[src/rtl/tbs_uart_pkg.sv]
// Shared types and constants for the ATBS UART command receiver.
// Used by the byte deserialiser and the frame parser.
package tbs_uart_pkg;

  typedef enum logic [2:0] {IDLE, START, DATA, STOP, WAIT_HI} rx_state_t;
  typedef enum logic [1:0] {P_HDR, P_ADDR, P_DATA, P_CHK} parser_state_t;

  localparam logic [7:0] CMD_HDR    = 8'hA5;
  localparam int         CFG_ADDR_W = 4;

  // Frame check byte: header, address and data XORed together.
  function automatic logic [7:0] frame_chk(input logic [7:0] addr, input logic [7:0] data);
    return CMD_HDR ^ addr ^ data;
  endfunction

endpackage

[src/rtl/tbs_uart_rx_byte.sv]
// 8N1 UART byte receiver: 2-flop input synchroniser plus mid-bit sampling FSM.
// Emits one-cycle valid / frame_err pulses; the byte output holds the last good byte.
module tbs_uart_rx_byte
  import tbs_uart_pkg::*;
#(
  parameter int CLKS_PER_BIT = 104
) (
  input  logic       clock_i,
  input  logic       reset_n_i,
  input  logic       uart_rx_i,
  output logic [7:0] byte_o,
  output logic       valid_o,
  output logic       frame_err_o
);

  localparam int CNT_W = $clog2(CLKS_PER_BIT);
  localparam logic [CNT_W-1:0] HALF_LAST = CNT_W'(CLKS_PER_BIT / 2 - 1);
  localparam logic [CNT_W-1:0] BIT_LAST  = CNT_W'(CLKS_PER_BIT - 1);

  logic             r_sync1;
  logic             r_sync2;
  logic             r_rx_prev;
  rx_state_t        r_state;
  logic [CNT_W-1:0] r_cnt;
  logic [2:0]       r_bit_idx;
  logic [7:0]       r_shift;
  logic [7:0]       r_byte;
  logic             r_valid;
  logic             r_frame_err;
  logic             w_rx;

  assign w_rx        = r_sync2;
  assign byte_o      = r_byte;
  assign valid_o     = r_valid;
  assign frame_err_o = r_frame_err;

  always_ff @(posedge clock_i) begin
    if (!reset_n_i) begin
      // Synchroniser loads idle-high so reset release cannot look like a start bit.
      r_sync1     <= 1'b1;
      r_sync2     <= 1'b1;
      r_rx_prev   <= 1'b1;
      r_state     <= IDLE;
      r_cnt       <= '0;
      r_bit_idx   <= '0;
      r_shift     <= '0;
      r_byte      <= '0;
      r_valid     <= 1'b0;
      r_frame_err <= 1'b0;
    end else begin
      r_sync1     <= uart_rx_i;
      r_sync2     <= r_sync1;
      r_rx_prev   <= w_rx;
      r_valid     <= 1'b0;
      r_frame_err <= 1'b0;
      case (r_state)
        IDLE: begin
          if (r_rx_prev && !w_rx) begin
            r_state <= START;
            r_cnt   <= '0;
          end
        end
        START: begin
          if (r_cnt == HALF_LAST) begin
            r_cnt     <= '0;
            r_bit_idx <= '0;
            r_state   <= w_rx ? IDLE : DATA;
          end else begin
            r_cnt <= r_cnt + 1'b1;
          end
        end
        DATA: begin
          if (r_cnt == BIT_LAST) begin
            r_cnt     <= '0;
            r_shift   <= {w_rx, r_shift[7:1]};
            r_bit_idx <= r_bit_idx + 1'b1;
            if (r_bit_idx == 3'd7) begin
              r_state <= STOP;
            end
          end else begin
            r_cnt <= r_cnt + 1'b1;
          end
        end
        STOP: begin
          if (r_cnt == BIT_LAST) begin
            r_cnt <= '0;
            if (w_rx) begin
              r_byte  <= r_shift;
              r_valid <= 1'b1;
              r_state <= IDLE;
            end else begin
              r_frame_err <= 1'b1;
              r_state     <= WAIT_HI;
            end
          end else begin
            r_cnt <= r_cnt + 1'b1;
          end
        end
        WAIT_HI: begin
          if (w_rx) begin
            r_state <= IDLE;
          end
        end
        default: r_state <= IDLE;
      endcase
    end
  end

endmodule

[src/rtl/tbs_uart_cmd_rx.sv]
// UART command receiver: decodes {A5, ADDR, DATA, CHK} frames into config writes,
// with an inter-byte timeout and a saturating rejected-frame counter.
module tbs_uart_cmd_rx
  import tbs_uart_pkg::*;
#(
  parameter int CLKS_PER_BIT = 104,
  parameter int TIMEOUT_BITS = 20
) (
  input  logic                  clock_i,
  input  logic                  reset_n_i,
  input  logic                  uart_rx_i,
  output logic                  rx_byte_valid_o,
  output logic [7:0]            rx_byte_o,
  output logic                  cfg_wr_o,
  output logic [CFG_ADDR_W-1:0] cfg_addr_o,
  output logic [7:0]            cfg_data_o,
  output logic [7:0]            err_cnt_o
);

  localparam int TO_CYCLES = TIMEOUT_BITS * CLKS_PER_BIT;
  localparam int TO_W      = $clog2(TO_CYCLES + 1);
  localparam logic [TO_W-1:0] TO_LAST = TO_W'(TO_CYCLES - 1);

  logic [7:0]            w_byte;
  logic                  w_valid;
  logic                  w_frame_err;
  logic                  w_in_frame;
  logic                  w_addr_bad;
  logic                  w_chk_ok;
  logic                  w_to_hit;
  logic                  w_err;

  parser_state_t         r_pstate;
  logic [CFG_ADDR_W-1:0] r_addr;
  logic [7:0]            r_data;
  logic [TO_W-1:0]       r_to_cnt;
  logic                  r_cfg_wr;
  logic [CFG_ADDR_W-1:0] r_cfg_addr;
  logic [7:0]            r_cfg_data;
  logic [7:0]            r_err_cnt;

  tbs_uart_rx_byte #(
    .CLKS_PER_BIT (CLKS_PER_BIT)
  ) u_rx_byte (
    .clock_i     (clock_i),
    .reset_n_i   (reset_n_i),
    .uart_rx_i   (uart_rx_i),
    .byte_o      (w_byte),
    .valid_o     (w_valid),
    .frame_err_o (w_frame_err)
  );

  assign w_in_frame = (r_pstate != P_HDR);
  assign w_addr_bad = (w_byte[7:CFG_ADDR_W] != '0);
  assign w_chk_ok   = (w_byte == frame_chk(8'(r_addr), r_data));
  assign w_to_hit   = (r_to_cnt == TO_LAST);

  // A valid byte in the same cycle as a framing error or timeout takes priority.
  always_comb begin
    w_err = 1'b0;
    if (w_valid) begin
      w_err = ((r_pstate == P_ADDR) && w_addr_bad) || ((r_pstate == P_CHK) && !w_chk_ok);
    end else begin
      w_err = w_in_frame && (w_frame_err || w_to_hit);
    end
  end

  always_ff @(posedge clock_i) begin
    if (!reset_n_i) begin
      r_pstate   <= P_HDR;
      r_addr     <= '0;
      r_data     <= '0;
      r_to_cnt   <= '0;
      r_cfg_wr   <= 1'b0;
      r_cfg_addr <= '0;
      r_cfg_data <= '0;
    end else begin
      r_cfg_wr <= 1'b0;
      if (w_valid) begin
        r_to_cnt <= '0;
        case (r_pstate)
          P_HDR: begin
            if (w_byte == CMD_HDR) begin
              r_pstate <= P_ADDR;
            end
          end
          P_ADDR: begin
            r_addr   <= w_byte[CFG_ADDR_W-1:0];
            r_pstate <= w_addr_bad ? P_HDR : P_DATA;
          end
          P_DATA: begin
            r_data   <= w_byte;
            r_pstate <= P_CHK;
          end
          P_CHK: begin
            if (w_chk_ok) begin
              r_cfg_wr   <= 1'b1;
              r_cfg_addr <= r_addr;
              r_cfg_data <= r_data;
            end
            r_pstate <= P_HDR;
          end
          default: r_pstate <= P_HDR;
        endcase
      end else if (w_err) begin
        r_pstate <= P_HDR;
        r_to_cnt <= '0;
      end else if (w_in_frame) begin
        r_to_cnt <= r_to_cnt + 1'b1;
      end
    end
  end

  always_ff @(posedge clock_i) begin
    if (!reset_n_i) begin
      r_err_cnt <= '0;
    end else if (w_err && (r_err_cnt != 8'hFF)) begin
      r_err_cnt <= r_err_cnt + 8'd1;
    end
  end

  assign rx_byte_valid_o = w_valid;
  assign rx_byte_o       = w_byte;
  assign cfg_wr_o        = r_cfg_wr;
  assign cfg_addr_o      = r_cfg_addr;
  assign cfg_data_o      = r_cfg_data;
  assign err_cnt_o       = r_err_cnt;

endmodule

[config.mk]
export PLATFORM = sky130hd
export DESIGN_NAME = tbs_uart_cmd_rx
export DESIGN_NICKNAME = d
export VERILOG_FILES = /design/src/rtl/tbs_uart_pkg.sv /design/src/rtl/tbs_uart_rx_byte.sv /design/src/rtl/tbs_uart_cmd_rx.sv
export SDC_FILE = /design/constraint.sdc
export NUM_CORES = 1
export LEC_CHECK = 0
export ABC_AREA = 1
export BUFFER_PORTS_ARGS = -buffer_cell sky130_fd_sc_hd__clkbuf_2
export CAP_MARGIN = 10
export CELL_PAD_IN_SITES_DETAIL_PLACEMENT = 0
export CELL_PAD_IN_SITES_GLOBAL_PLACEMENT = 1
export CORE_MARGIN = 1.5
export CORE_UTILIZATION = 48
export CTS_BUF_LIST = sky130_fd_sc_hd__clkbuf_8
export DETAILED_ROUTE_END_ITERATION = 16
export PLACE_DENSITY = 0.95
export SLEW_MARGIN = 5
export SYNTH_ARGS = -nofsm -noshare
export SYNTH_HDL_FRONTEND = slang
export SYNTH_SLANG_ARGS = --single-unit
[constraint.sdc]
create_clock -name clock_i -period 5.2 [get_ports clock_i]
set_clock_uncertainty 0.2 [all_clocks]
set_input_delay 1.3 -clock clock_i [delete_from_list [all_inputs] [get_ports clock_i]]
set_output_delay 1.3 -clock clock_i [all_outputs]
set_load 0.1 [all_outputs]
# Word-level counts from Yosys, hierarchy flattened
# Cells that the tools add are included.
[classes] n_addsub=4 eq_ne=21 muxes=25 bitwise_logic=3 reduce_logical=29
[op_table] op="3-bit 2-to-1 mux" count=9
[op_table] op="7-bit 2-to-1 mux" count=3
[op_table] op="7-bit case mux with 3 select lines" count=1
[op_table] op="3-bit case mux with 5 select lines" count=1
[op_table] op="3-bit AND reduction" count=5
[op_table] op="12-bit by 1-bit adder with 12-bit output, second input constant" count=1
[op_table] op="12-bit equality test, second input constant" count=1
[op_table] op="2-bit by 1-bit inequality test with 1-bit output, second input constant" count=6
[op_table] op="2-bit 2-to-1 mux" count=5
[op_table] op="2-bit AND reduction" count=5
[op_table] op="8-bit by 1-bit adder with 8-bit output, second input constant" count=1
[op_table] op="8-bit equality test" count=1
[op_table] op="8-bit equality test, second input constant" count=1
[op_table] op="8-bit inequality test, second input constant" count=1
[op_table] op="2-bit case mux with 4 select lines" count=1
[op_table] op="8-bit XOR" count=1
[op_table] op="7-bit by 1-bit adder with 7-bit output, second input constant" count=1
[op_table] op="7-bit by 6-bit equality test with 1-bit output, second input constant" count=1
[op_table] op="7-bit equality test, second input constant" count=1
[op_table] op="3-bit by 2-bit equality test with 1-bit output, second input constant" count=2
[op_table] op="3-bit equality test, second input constant" count=2
[op_table] op="3-bit case mux with 2 select lines" count=1
[op_table] op="6-bit AND reduction" count=1
[op_table] op="2-bit nonzero test" count=3
[op_table] op="other kinds (17)" count=27
[word_totals] regBits=81 input_bits=3 output_inout_bits=30 word_cells=100

# Depth between registers and ports, before layout
[depth] depth_word=9 ltp_mapped=14 depth_no_buf=13

# Hierarchy
# From an unflattened synthesis, not the netlist that was laid out.
[hier_totals] hier_cells=489 area_unflattened_um2=3723.6
[by_module_without_submodules] mod="tbs_uart_cmd_rx" n_inst=1 cells_each=292 area_per_inst_um2=2217.1 seq_area_each_um2=940.9
[by_module_without_submodules] mod="tbs_uart_rx_byte" n_inst=1 cells_each=197 area_per_inst_um2=1506.4 seq_area_each_um2=680.7

# Worst setup path after synthesis
# Ideal clock, no wire load.
[synth_timing] kind="register to output" from="register r_err_cnt[2], in the netlist err_cnt_o[2]" to="output port err_cnt_o[2]" arrival_time_ns=1.016 required_time_ns=3.700 slack_ns=2.684 stages_incl_launch_ff=1 n_path_buf=0 cell_sequence="dfxtp_1"
[synth_rtl] item="from (decl)" line_no="tbs_uart_cmd_rx.sv:40" rtl="logic [7:0] r_err_cnt;"
[synth_rtl] item="from (signal assigned)" line_no="tbs_uart_cmd_rx.sv:118" rtl="r_err_cnt <= r_err_cnt + 8'd1;"
[synth_rtl] item="to (decl)" line_no="tbs_uart_cmd_rx.sv:17" rtl="output logic [7:0] err_cnt_o"
# No word-level cell between the ends.

# Worst setup path after layout
[layout_timing] from="input port reset_n_i" to="register u_rx_byte.r_sync1"
[layout_rtl] item="from (decl)" line_no="tbs_uart_cmd_rx.sv:10" rtl="input logic reset_n_i,"
[layout_rtl] item="to (signal assigned)" line_no="tbs_uart_rx_byte.sv:51" rtl="r_sync1 <= uart_rx_i;"
[layout_rtl] item="to (decl)" line_no="tbs_uart_rx_byte.sv:20" rtl="logic r_sync1;"
# No word-level cell between the ends.

==> results.cfg <==
[job]
maxCapViolCount = 0

[timing]
finalSetupTns_ns = 0
fmax_ghz = 0.3491
hold_viol_final = 0
rsz0062_at_grt = no
maxSlewHeadroom_pct = 46.51
finalSetupViolCount = 0
min_period_over_period_pct = 55.09
drv_slew = 0
fin_crit_ns = 2.865
worst_slack_ns = 2.335
holdWs_ns = 0.2155
tightestPinTransition_ns = 0.8024

[worst_setup_path]
worstPathRequired_ns = 5.23
reg2reg_depth = 8
startpoint_type = input pin
worst-endpoint-arrival_ns = 2.90
setup.worst_path.end_class = flop
path_max_fanout = 46
crit_type = in2reg
r2r_start = u_rx_byte.r_cnt[0]$_SDFFE_PN0P_
reg2reg_slack_ns = 2.54
r2r-end = u_rx_byte.r_shift[1]$_SDFFE_PN0P_

[detailed_routing]
met3_wirelength_um = 148
num_vias = 3176
finalWirelength_mm = 7.393
dr.pass1.iters = 4
ant_nets = 0
drcViolationCount = 0
highest_layer = met4
route.met2.wl_mm = 3.471
via_per_inst = 5.065
met1_length_mm = 3.666
routedWlPerCell_um = 11.79
first_iter_violations = 176

[synthesis]
synth_cell_types = 36
avgSynthCellArea_um2 = 7.376
synth.top_cell.area_share_pct = 44.32
ys_ff_latch = 81
synth_largest_area_cell = dfxtp_1
syn_nets = 504
syn_inst = 496
netlist_area_um2 = 3659
synth.yosys.warnings = 0
synth_area_leaders = dfxtp_1, nand2_1, a21oi_1
yosysSeqAreaShare_pct = 44.32

[place]
place_hpwl_mm = 5.167
port_buffers = 32
pre_cts_ws_ns = 1.966
place_congestion = 0.8536
dp_cells = 611
dpl_cell_area_um2 = 3857

[die]
rows = 31
die_area_um2 = 8155
start_util_pct = 49.91
core-area_um2 = 7331
die_w_um = 90.31
pin_count = 33
die_h_um = 90.31

[final_layout]
antenna_cells = 0
mostFrequentLayoutCells = nand2_1, dfxtp_1, nor2_1, inv_1, a21oi_1
drive_above_1_share_pct = 12.31
final_area_um2 = 4101
final_util_pct = 55.95
fillers = 701
area_delta_synth_final_pct = 12.11
fin_nets = 531
instances_no_fill = 627

[clock_tree]
post-cts-setup-buffers = 0
cts_resized = 0
cts.clk_slew.worst_paths_ns = 0.08
htree_levels = 3
postCtsHoldBufs = 0
numCtsBuffers = 9
clock-sinks = 81
cts_max_path_buffers = 2
clockRootBuffer = clkbuf_8
clk_latency_ns = 0.34
tritoncts = done

[grt]
grt_util_all_layers_pct = 18.84
grt_first_pass_wirelength_mm = 12.70
grt_max_degree = 47
overflow = 0
antenna_found_initial = 0
first_global_vias = 2819

[worst_hold_path]
hp-class = reg2reg
worstHoldEndpoint = u_rx_byte.r_sync2$_SDFF_PN1_
hold-path-cell-count = 1
min_from = u_rx_byte.r_sync1$_SDFF_PN1_

[power_and_ir_drop]
vdd_ir_drop_max_mv = 0.2078
p_leak_nw = 1.697
power_per_cell_area_nw_per_um2 = 326.2
total_power_mw = 1.338

[status]
status = complete, no violations
==> worst max-delay path: stages <==
cell      delay [ns]
clkbuf_2        0.60
inv_1           0.56
or2_2           0.42
==> synth_stat cells <==
master,count
or2_2,2
a21oi_1,49
nand3_1,26
ha_1,5
dfxtp_1,81
and3_1,1
o211ai_1,1
a21oi_2,1
o21ai_0,47
nor3_2,2
nand3b_1,2
o211a_1,1
o21a_1,1
a211oi_1,2
clkbuf_2,1
nor3_1,8
and2_1,1
xor2_1,12
xnor2_1,8
o21ai_1,1
buf_4,1
nand2_1,81
buf_6,2
nor3_4,1
nor2_1,61
nor2_2,5
nand2_2,3
nor3b_1,1
nor4_1,8
buf_2,4
inv_2,2
inv_1,58
nand4_2,1
clkbuf_1,8
nand4_1,7
a21boi_2,1
==> registers in the layout (all words and copies together) (netlist names), 2 cells and up <==
name and flops:
u_rx_byte.r_state 3, cfg_addr_o 4, cfg_data_o 8, r_to_cnt 12, r_pstate 2, r_data 8
u_rx_byte.r_bit_idx 3, err_cnt_o 8, u_rx_byte.byte_o 8, r_addr 4, u_rx_byte.r_shift 8, u_rx_byte.r_cnt 7
==> routing by layer <==
layer,vias to the layer above,global-route usage [%]
li1,1672,-
met1,1458,24.42
met2,36,31.57
met3,10,2.694
met4,0,7.540
met5,-,0
==> worst max-delay path by stage <==
stage,startpoint,endpoint,depth (start not counted),slack [ns]
CTS,reset_n_i,u_rx_byte.r_sync1$_SDFF_PN1_,3,2.33
detailed placement,reset_n_i,u_rx_byte.r_sync1$_SDFF_PN1_,3,1.97
floorplan,err_cnt_o[2]$_SDFFE_PN0P_,err_cnt_o[2],0,2.68
finish,reset_n_i,u_rx_byte.r_sync1$_SDFF_PN1_,3,2.34
global route,reset_n_i,u_rx_byte.r_cnt[0]$_SDFFE_PN0P_,5,2.14
global placement,reset_n_i,u_rx_byte.r_sync1$_SDFF_PN1_,3,2.00
==> report_power, final <==
| group | switching, mW | leakage [nW] | total, mW | internal [mW] |
|---|---|---|---|---|
| combinational | 0.105 | 0.920 | 0.145 | 0.0397 |
| clock | 0.223 | 0.124 | 0.553 | 0.330 |
| sequential | 0.00749 | 0.653 | 0.640 | 0.632 |
| total | 0.336 | 1.70 | 1.34 | 1.00 |
==> logic make-up after synthesis <==
kind of cell,Yosys count,share of synthesized area (%)
and+or+nand+nor,210,25.79
AOI/OAI and AO/OA,104,14.91
DFF,81,44.32
buffers and inverters,76,8.482
xor gates and xnor gates,20,4.788
adders and majority gates,5,1.710
==> cell type report <==
cell class / instances / area [um2] / area share (%)
multi-input cells: 339 / 1727 / 42.10
clock inverters: 6 / 106.4 / 2.593
clock buffers: 10 / 137.6 / 3.356
repair buffers: 32 / 160.2 / 3.905
inverters: 60 / 225.2 / 5.491
flip-flops and latches: 81 / 1622 / 39.54
well taps: 99 / 123.9 / 3.020
Power figures use the tool's default switching activity.
